File: config.mk
export PLATFORM = sky130hd
export DESIGN_NAME = store_narrow_unit_flat
export DESIGN_NICKNAME = d
export VERILOG_FILES = /design/src/rtl/store_narrow_unit_if.sv /design/src/rtl/store_narrow_unit.sv /design/src/flat_wrapper.sv
export SDC_FILE = /design/constraint.sdc
export NUM_CORES = 1
export LEC_CHECK = 0
export ABC_AREA = 1
export CORE_UTILIZATION = 50
export DETAILED_ROUTE_END_ITERATION = 12
export DONT_BUFFER_PORTS = 1
export PLACE_DENSITY = 0.67
export SLEW_MARGIN = 20
export SYNTH_ARGS = -nofsm -noshare
export SYNTH_HDL_FRONTEND = slang
export SYNTH_SLANG_ARGS = --single-unit
File: constraint.sdc
create_clock -name clk -period 1.1 [get_ports clk]
set_input_delay 0.11 -clock clk [delete_from_list [all_inputs] [get_ports clk]]
set_output_delay 0.11 -clock clk [all_outputs]
set_load 0.1 [all_outputs]
File: src/rtl/store_narrow_unit_if.sv
// Store-path bus bundle between the MEM stage and data memory.
// Pipeline side: st_valid/st_ready/st_addr/st_data/st_size/st_done/st_err/busy.
// Memory side:   mem_req/mem_addr/mem_wdata/mem_be/mem_ack.
// slave  : view of the store unit itself.
// master : view of the pipeline plus memory environment driving the unit.
interface store_narrow_unit_if #(
  parameter int unsigned ADDR_W = 32
);
  logic              st_valid;
  logic              st_ready;
  logic [ADDR_W-1:0] st_addr;
  logic [31:0]       st_data;
  logic [1:0]        st_size;
  logic              mem_req;
  logic [ADDR_W-1:0] mem_addr;
  logic [31:0]       mem_wdata;
  logic [3:0]        mem_be;
  logic              mem_ack;
  logic              st_done;
  logic [1:0]        st_err;
  logic              busy;

  modport slave (
    input  st_valid, st_addr, st_data, st_size, mem_ack,
    output st_ready, mem_req, mem_addr, mem_wdata, mem_be, st_done, st_err, busy
  );

  modport master (
    output st_valid, st_addr, st_data, st_size, mem_ack,
    input  st_ready, mem_req, mem_addr, mem_wdata, mem_be, st_done, st_err, busy
  );
endinterface

File: src/rtl/store_narrow_unit.sv
// Store narrowing unit: narrows a 32-bit register value to byte/half/word,
// replicates it across the byte lanes of a word-aligned write, drives byte
// enables, and runs a req/ack handshake with data memory including a
// misalignment check and a bus timeout.
// Ports:
//   clk   - system clock, rising edge
//   reset - synchronous, active-high
//   bus   - store_narrow_unit_if.slave (pipeline request/completion and
//           memory write channel)
module store_narrow_unit #(
  parameter int unsigned ADDR_W  = 32,
  parameter int unsigned TIMEOUT = 15,
  parameter int unsigned CNT_W   = 4
) (
  input  logic               clk,
  input  logic               reset,
  store_narrow_unit_if.slave bus
);

  localparam logic [1:0] SZ_BYTE = 2'b00;
  localparam logic [1:0] SZ_HALF = 2'b01;
  localparam logic [1:0] SZ_WORD = 2'b10;

  localparam logic [1:0] ERR_OK    = 2'b00;
  localparam logic [1:0] ERR_ALIGN = 2'b01;
  localparam logic [1:0] ERR_TMO   = 2'b10;

  // Counter value seen during the last permitted REQ cycle.
  localparam logic [CNT_W-1:0] CNT_LAST = CNT_W'(TIMEOUT - 1);

  typedef enum logic [1:0] {
    IDLE = 2'd0,
    REQ  = 2'd1,
    RESP = 2'd2
  } state_t;

  state_t            state_q, state_d;
  logic [CNT_W-1:0]  cnt_q, cnt_d;

  logic              ready_q;
  logic              req_q;
  logic [ADDR_W-1:0] addr_q, addr_d;
  logic [31:0]       wdata_q, wdata_d;
  logic [3:0]        be_q, be_d;
  logic              done_q;
  logic [1:0]        err_q, err_d;
  logic              busy_q;

  // Lane placement of the incoming request (only consumed at acceptance).
  logic [1:0]        lane_off;
  logic              lane_legal;
  logic [3:0]        lane_be;
  logic [31:0]       lane_wdata;

  // Narrowing, lane replication and alignment check.
  always_comb begin
    lane_off   = bus.st_addr[1:0];
    lane_legal = 1'b0;
    lane_be    = 4'b0000;
    lane_wdata = bus.st_data;
    case (bus.st_size)
      SZ_BYTE: begin
        lane_legal = 1'b1;
        lane_be    = 4'b0001 << lane_off;
        lane_wdata = {4{bus.st_data[7:0]}};
      end
      SZ_HALF: begin
        lane_legal = ~lane_off[0];
        lane_be    = lane_off[1] ? 4'b1100 : 4'b0011;
        lane_wdata = {2{bus.st_data[15:0]}};
      end
      SZ_WORD: begin
        lane_legal = (lane_off == 2'b00);
        lane_be    = 4'b1111;
        lane_wdata = bus.st_data;
      end
      default: begin
        lane_legal = 1'b0;
      end
    endcase
    // A rejected store never enables any lane.
    if (!lane_legal) begin
      lane_be = 4'b0000;
    end
  end

  // Next-state and next-output logic.
  always_comb begin
    state_d = state_q;
    cnt_d   = cnt_q;
    addr_d  = addr_q;
    wdata_d = wdata_q;
    be_d    = be_q;
    err_d   = ERR_OK;

    case (state_q)
      IDLE: begin
        if (bus.st_valid) begin
          addr_d  = {bus.st_addr[ADDR_W-1:2], 2'b00};
          wdata_d = lane_wdata;
          be_d    = lane_be;
          cnt_d   = '0;
          if (lane_legal) begin
            state_d = REQ;
          end else begin
            state_d = RESP;
            err_d   = ERR_ALIGN;
          end
        end
      end
      REQ: begin
        // Ack is checked first so it wins over a simultaneous timeout.
        if (bus.mem_ack) begin
          state_d = RESP;
          err_d   = ERR_OK;
        end else begin
          cnt_d = cnt_q + CNT_W'(1);
          if (cnt_q == CNT_LAST) begin
            state_d = RESP;
            err_d   = ERR_TMO;
          end
        end
      end
      RESP: begin
        state_d = IDLE;
        cnt_d   = '0;
      end
      default: begin
        state_d = IDLE;
        cnt_d   = '0;
      end
    endcase
  end

  // State, counter and registered outputs; outputs follow the next state.
  always_ff @(posedge clk) begin
    if (reset) begin
      state_q <= IDLE;
      cnt_q   <= '0;
      ready_q <= 1'b1;
      req_q   <= 1'b0;
      addr_q  <= '0;
      wdata_q <= '0;
      be_q    <= 4'b0000;
      done_q  <= 1'b0;
      err_q   <= ERR_OK;
      busy_q  <= 1'b0;
    end else begin
      state_q <= state_d;
      cnt_q   <= cnt_d;
      ready_q <= (state_d == IDLE);
      req_q   <= (state_d == REQ);
      addr_q  <= addr_d;
      wdata_q <= wdata_d;
      be_q    <= be_d;
      done_q  <= (state_d == RESP);
      err_q   <= err_d;
      busy_q  <= (state_d != IDLE);
    end
  end

  assign bus.st_ready  = ready_q;
  assign bus.mem_req   = req_q;
  assign bus.mem_addr  = addr_q;
  assign bus.mem_wdata = wdata_q;
  assign bus.mem_be    = be_q;
  assign bus.st_done   = done_q;
  assign bus.st_err    = err_q;
  assign bus.busy      = busy_q;

endmodule
File: src/flat_wrapper.sv
// flat-port wrapper written by rule: the top's interface ports become plain ports
module store_narrow_unit_flat 
#(
  parameter int unsigned ADDR_W  = 32,
  parameter int unsigned TIMEOUT = 15,
  parameter int unsigned CNT_W   = 4
)
  (clk, reset, bus_st_valid, bus_st_addr, bus_st_data, bus_st_size, bus_mem_ack, bus_st_ready, bus_mem_req, bus_mem_addr, bus_mem_wdata, bus_mem_be, bus_st_done, bus_st_err, bus_busy);
  store_narrow_unit_if #(.ADDR_W(ADDR_W)) bus_i ();
  input  logic clk;
  input  logic reset;
  input wire logic [$bits(bus_i.st_valid)-1:0] bus_st_valid;
  input wire logic [$bits(bus_i.st_addr)-1:0] bus_st_addr;
  input wire logic [$bits(bus_i.st_data)-1:0] bus_st_data;
  input wire logic [$bits(bus_i.st_size)-1:0] bus_st_size;
  input wire logic [$bits(bus_i.mem_ack)-1:0] bus_mem_ack;
  output wire logic [$bits(bus_i.st_ready)-1:0] bus_st_ready;
  output wire logic [$bits(bus_i.mem_req)-1:0] bus_mem_req;
  output wire logic [$bits(bus_i.mem_addr)-1:0] bus_mem_addr;
  output wire logic [$bits(bus_i.mem_wdata)-1:0] bus_mem_wdata;
  output wire logic [$bits(bus_i.mem_be)-1:0] bus_mem_be;
  output wire logic [$bits(bus_i.st_done)-1:0] bus_st_done;
  output wire logic [$bits(bus_i.st_err)-1:0] bus_st_err;
  output wire logic [$bits(bus_i.busy)-1:0] bus_busy;
  assign bus_i.st_valid = bus_st_valid;
  assign bus_i.st_addr = bus_st_addr;
  assign bus_i.st_data = bus_st_data;
  assign bus_i.st_size = bus_st_size;
  assign bus_i.mem_ack = bus_mem_ack;
  assign bus_st_ready = bus_i.st_ready;
  assign bus_mem_req = bus_i.mem_req;
  assign bus_mem_addr = bus_i.mem_addr;
  assign bus_mem_wdata = bus_i.mem_wdata;
  assign bus_mem_be = bus_i.mem_be;
  assign bus_st_done = bus_i.st_done;
  assign bus_st_err = bus_i.st_err;
  assign bus_busy = bus_i.busy;
  store_narrow_unit #(.ADDR_W(ADDR_W), .TIMEOUT(TIMEOUT), .CNT_W(CNT_W)) u_core (.clk(clk), .reset(reset), .bus(bus_i));
endmodule
Yosys cells after proc, flatten, opt, wreduce, memory -nomap -nowiden. Index checks and enable logic that the tools add are counted.

$add $sub $neg: 1. Multipliers: 0. Div/mod/pow operators: 0. $lt $le $gt $ge: 0. Eq/ne operators: 8. Shift operators: 1. Muxes and demuxes: 18. Bitwise gates (word level): 1. Reductions and logical operators: 7.

Operator list (number): case mux 32 bit (2 select lines) (1); two-way mux 4 bit (4); two-way mux 2 bit (7); case mux 4 bit (3 select lines) (1); logical NOT 2 bit (4); case mux 2 bit (2 select lines) (2); case mux 4 bit (2 select lines) (1); equality test 2 x 1 -> 1 bit (second input constant) (3); adder 4 x 1 -> 4 bit (second input constant) (1); equality test 2 bit (second input constant) (2); equality test 4 bit (second input constant) (1); != test 2 bit (second input constant) (2); AND reduction 2 bit (2); << shifter 1 x 2 -> 4 bit (first input constant) (1); case mux 1 bit (3 select lines) (1); nonzero test 2 bit (1); two-way mux 1 bit (1); inverter 1 bit (1).

Register bits: 78. Latch bits: 0. RAM bits: 0. Bits in read-only memories: 0. Output and inout bits: 74. Memories: 0.

Logic depth before layout (Yosys ltp).
Depth after elaboration: 6. Gate-level depth with buffers: 8. Depth with buffers taken out: 8.

Least setup slack after synthesis. Ideal clock, no wire load.

Path type: register -> register. Start: register, netlist name u_core.bus.mem_wdata[16]. End: register u_core.wdata_q[16], in the netlist u_core.bus.mem_wdata[16]. Library setup time: 0.075 ns. Arrival: 1.266 ns. Data required time: 1.025 ns. Setup slack: -0.241 ns. Cell stages (with the launch flop): 3. Cells stage by stage: dfxtp_1 o21ai_0 a31oi_1.

RTL lines: end signal: assignment (line store_narrow_unit.sv:154) `wdata_q <= wdata_d;`; end: declaration (line store_narrow_unit.sv:43) `logic [31:0] wdata_q, wdata_d;`.

Final worst setup path.
Start: register u_core.state_q[0]. End: register u_core.addr_q[18], in the netlist u_core.bus.mem_addr[18].

Longest elaborated chain between the ends: 2.

Ends and longest elaborated chain: start: declaration (line store_narrow_unit.sv:37) `state_t state_q, state_d;`; start signal: assignment (line store_narrow_unit.sv:149) `state_q <= state_d;`; logical NOT 2 bit (line store_narrow_unit.sv:96) `case (state_q)`; AND reduction 2 bit (no line); end signal: assignment (line store_narrow_unit.sv:153) `addr_q <= addr_d;`; end: declaration (line store_narrow_unit.sv:42) `logic [ADDR_W-1:0] addr_q, addr_d;`.

Every way passes these cells. A chain may end at the register's enable or synchronous reset.

==> impl_metrics.tcl <==
set metrics [dict create \
    status "finished with violations" \
    violations "negative setup slack" \
    drive_gt1_share_pct 47.2 \
    grt_pass1_wl_mm 16.7 \
    start_kind "flop" \
    antenna_found_initial 0 \
    ys_ff_latch 78 \
    async_reset_ff_share_pct 0 \
    cellPowerDensity_nw_per_um2 1700 \
    grt_overflow_total 0 \
    layout_commonest_cell "dfxtp_2" \
    fin_ws_ps -275 \
    crit_path_end_kind "flop" \
    ys_warn_count 0 \
    numCtsBuffers 9 \
    diodes 0 \
    io_pins 144 \
    critical_path.max_fanout 21 \
    io_buffers 0 \
    min_period_ps 1380 \
    ir_drop_v 0.00132 \
    die_h_um 80.8 \
    clockBufferDepth 2 \
    yosys.area.top_type "dfxtp_1" \
    fin_skew_ps 15.3 \
    worstMarginPinSlew_ps 677 \
    wl_met1_mm 5.43 \
    relSlewSlack_pct 54.7 \
    whs_ps 103 \
    grt_max_degree 30 \
    core_um2 5960 \
    syn_avg_cell_area_um2 7.73 \
    clock_latency_ps 360 \
    floorplan.rows 28 \
    multi_input_area_um2 1610 \
    synth_area_leaders "dfxtp_1 50%, nor2_1 11%, o21ai_0 10%" \
    maxUsedRoutingLayer "met4" \
    cp_top_family "simple AND/OR/NAND/NOR gates" \
    placed_cells 537 \
    synth_enable_flop_cells 0 \
    grt_usage_pct 34.1 \
    root_buffer "clkbuf_8" \
    yosysSeqAreaShare_pct 50.3 \
    final_cell_mix "69 x dfxtp_2, 68 x dlygate4sd3_1, 60 x nand2_1" \
    synth_top_area_share_pct 50.3 \
    crit_chain "nor2_2 > nand2_2 > buf_12 > o21ai_0 > nor2_1" \
    hp-class "in2reg" \
    syn_area_um2 3100 \
    area_growth_pct 83.9 \
    power_leakage_nw 2.36 \
    finalSetupViolCount 81 \
    fill_cells 142 \
    fin_crit_sh_pct 125 \
    dr.pass1.iters 6 \
    path_buf_inv 1 \
    avgRoutedWirePerCell_um 25.3 \
    worstPathRequired_ps 1330 \
    critPathKind "reg2reg" \
    ant_nets 0 \
    met3WireLength_mm 1.85 \
    cts.clk_slew.worst_paths_ps 90 \
    rsz0062_at_grt "true" \
    synth_cell_types 26 \
    synth-main-ff-cell "dfxtp_1" \
    grt_pass1_vias 3511 \
    regArea_um2 1650 \
    netlist_instances 401 \
    max_cap_violations 0 \
    fin_cells 637 \
    fmax_mhz 727 \
    wl_met2_mm 7.55 \
    die_w_um 80.8 \
    nets 629 \
    drc 0 \
    worst_ep_arrival_time_ps 1600 \
    cts.sinks 78 \
    start_util_pct 52.1 \
    htreeDepth 3 \
    cts_tree "built" \
    slowest_delay_ps 350 \
    vias 4053 \
    dp_hpwl_mm 5.95 \
    slew_viol_final 0 \
    drtIter0Drc 503 \
    cp_slowest_cell "dfxtp_2" \
    finalHoldViolations 0 \
    postRouteWirelength_mm 16.1 \
    floorplan.die_area_um2 6520 \
    via_per_inst 6.36 \
    gp_congestion 0.816 \
]
==> synthesized netlist by cell type, types with 3 or more instances <==
cell type	count
o21ai_0	65
a31oi_1	16
clkbuf_1	5
buf_2	8
dfxtp_1	78
buf_6	3
inv_1	11
a21oi_2	3
inv_2	5
nor2_1	89
a21oi_1	21
nand3_1	8
nand2_1	61
buf_4	8
nand2_2	4
==> worst paths after layout <==
| check | startpoint | end | slack [ps] | depth (start not counted) |
|---|---|---|---|---|
| hold reg to reg | u_core.cnt_q[0]$_SDFFE_PP0P_ | u_core.cnt_q[0]$_SDFFE_PP0P_ | 510 | 2 |
| setup / recovery | u_core.state_q[0]$_SDFF_PP0_ | u_core.bus.mem_addr[18]$_SDFFE_PP0P_ | -280 | 5 |
| setup reg to reg | u_core.state_q[0]$_SDFF_PP0_ | u_core.bus.mem_addr[18]$_SDFFE_PP0P_ | -280 | 5 |
| hold / removal | bus_st_addr[1] | u_core.bus.mem_be[3]$_SDFFE_PP0P_ | 100 | 4 |
==> final cells by class <==
cell class / instances / share of cell area, %
clock buffers: 14 / 3.38
clock inverters: 2 / 0.219
inverters: 16 / 1.10
multi-input cells: 282 / 28.2
flip-flops and latches: 78 / 29.0
well taps: 75 / 1.65
repair buffers: 170 / 36.5
==> kinds of logic after synthesis <==
group	count (synthesis)	synth area share, %
flip-flops	78	50.3
other	1	0.121
buffers and inverters	42	7.58
AO/OA/AOI/OAI	111	19.6
AND/OR/NAND/NOR	167	21.6
adder cells (fa/ha/maj)	2	0.807
==> what timing repair did <==
action | in CTS | in global routing
endpoints found under the setup margin | 60 | 92
pin swaps | 2 | 38
cloned | 2 | 4
setup buffers | 6 | 6
hold buffers | 68 | 0
hold endpoints to repair | 74 | 0
resized for setup | 18 | 146
==> state kept, by name, summed over array words and instances, names as in the netlist, 2 cells and up <==
signal,cells
u_core.cnt_q,4
u_core.bus.mem_addr,30
u_core.bus.st_err,2
u_core.bus.mem_wdata,32
u_core.state_q,2
u_core.bus.mem_be,4
==> layer usage <==
layer | up-vias | track usage, %
li1 | 1623 | -
met1 | 1879 | 36.7
met2 | 412 | 60.3
met3 | 139 | 8.99
met4 | 0 | 19.5
met5 | - | 0
==> worst min-delay path: stages <==
cell     delay [ps]
nand2_1          50
nand3_1         110
nand2_1         100
a21oi_2          50
==> metrics by stage <==
stage | TNS, ps | cell area (um^2) | power (mW) | setup slack (ps) | util (%)
2_1_floorplan | 0 | 3190 | 5.66 | 37.4 | -
3_3_place_gp | -1920 | 4180 | 6.43 | -80.7 | 70.1
3_5_place_dp | -3220 | 4180 | 6.48 | -123 | 70.1
4_1_cts | -1540 | 5190 | 8.90 | -69.5 | 87.1
5_1_grt | -13190 | 5700 | 9.90 | -290 | 95.8
6_report | -10790 | 5700 | 9.70 | -275 | 95.8
==> power breakdown <==
group          total (mW)  internal (mW)  switching (mW)
clock                2.26           1.13            1.13
sequential           3.43           3.13           0.308
combinational        4.00           1.26            2.74
total                9.70           5.52            4.18
No activity file was read; power rests on OpenSTA's default activity.
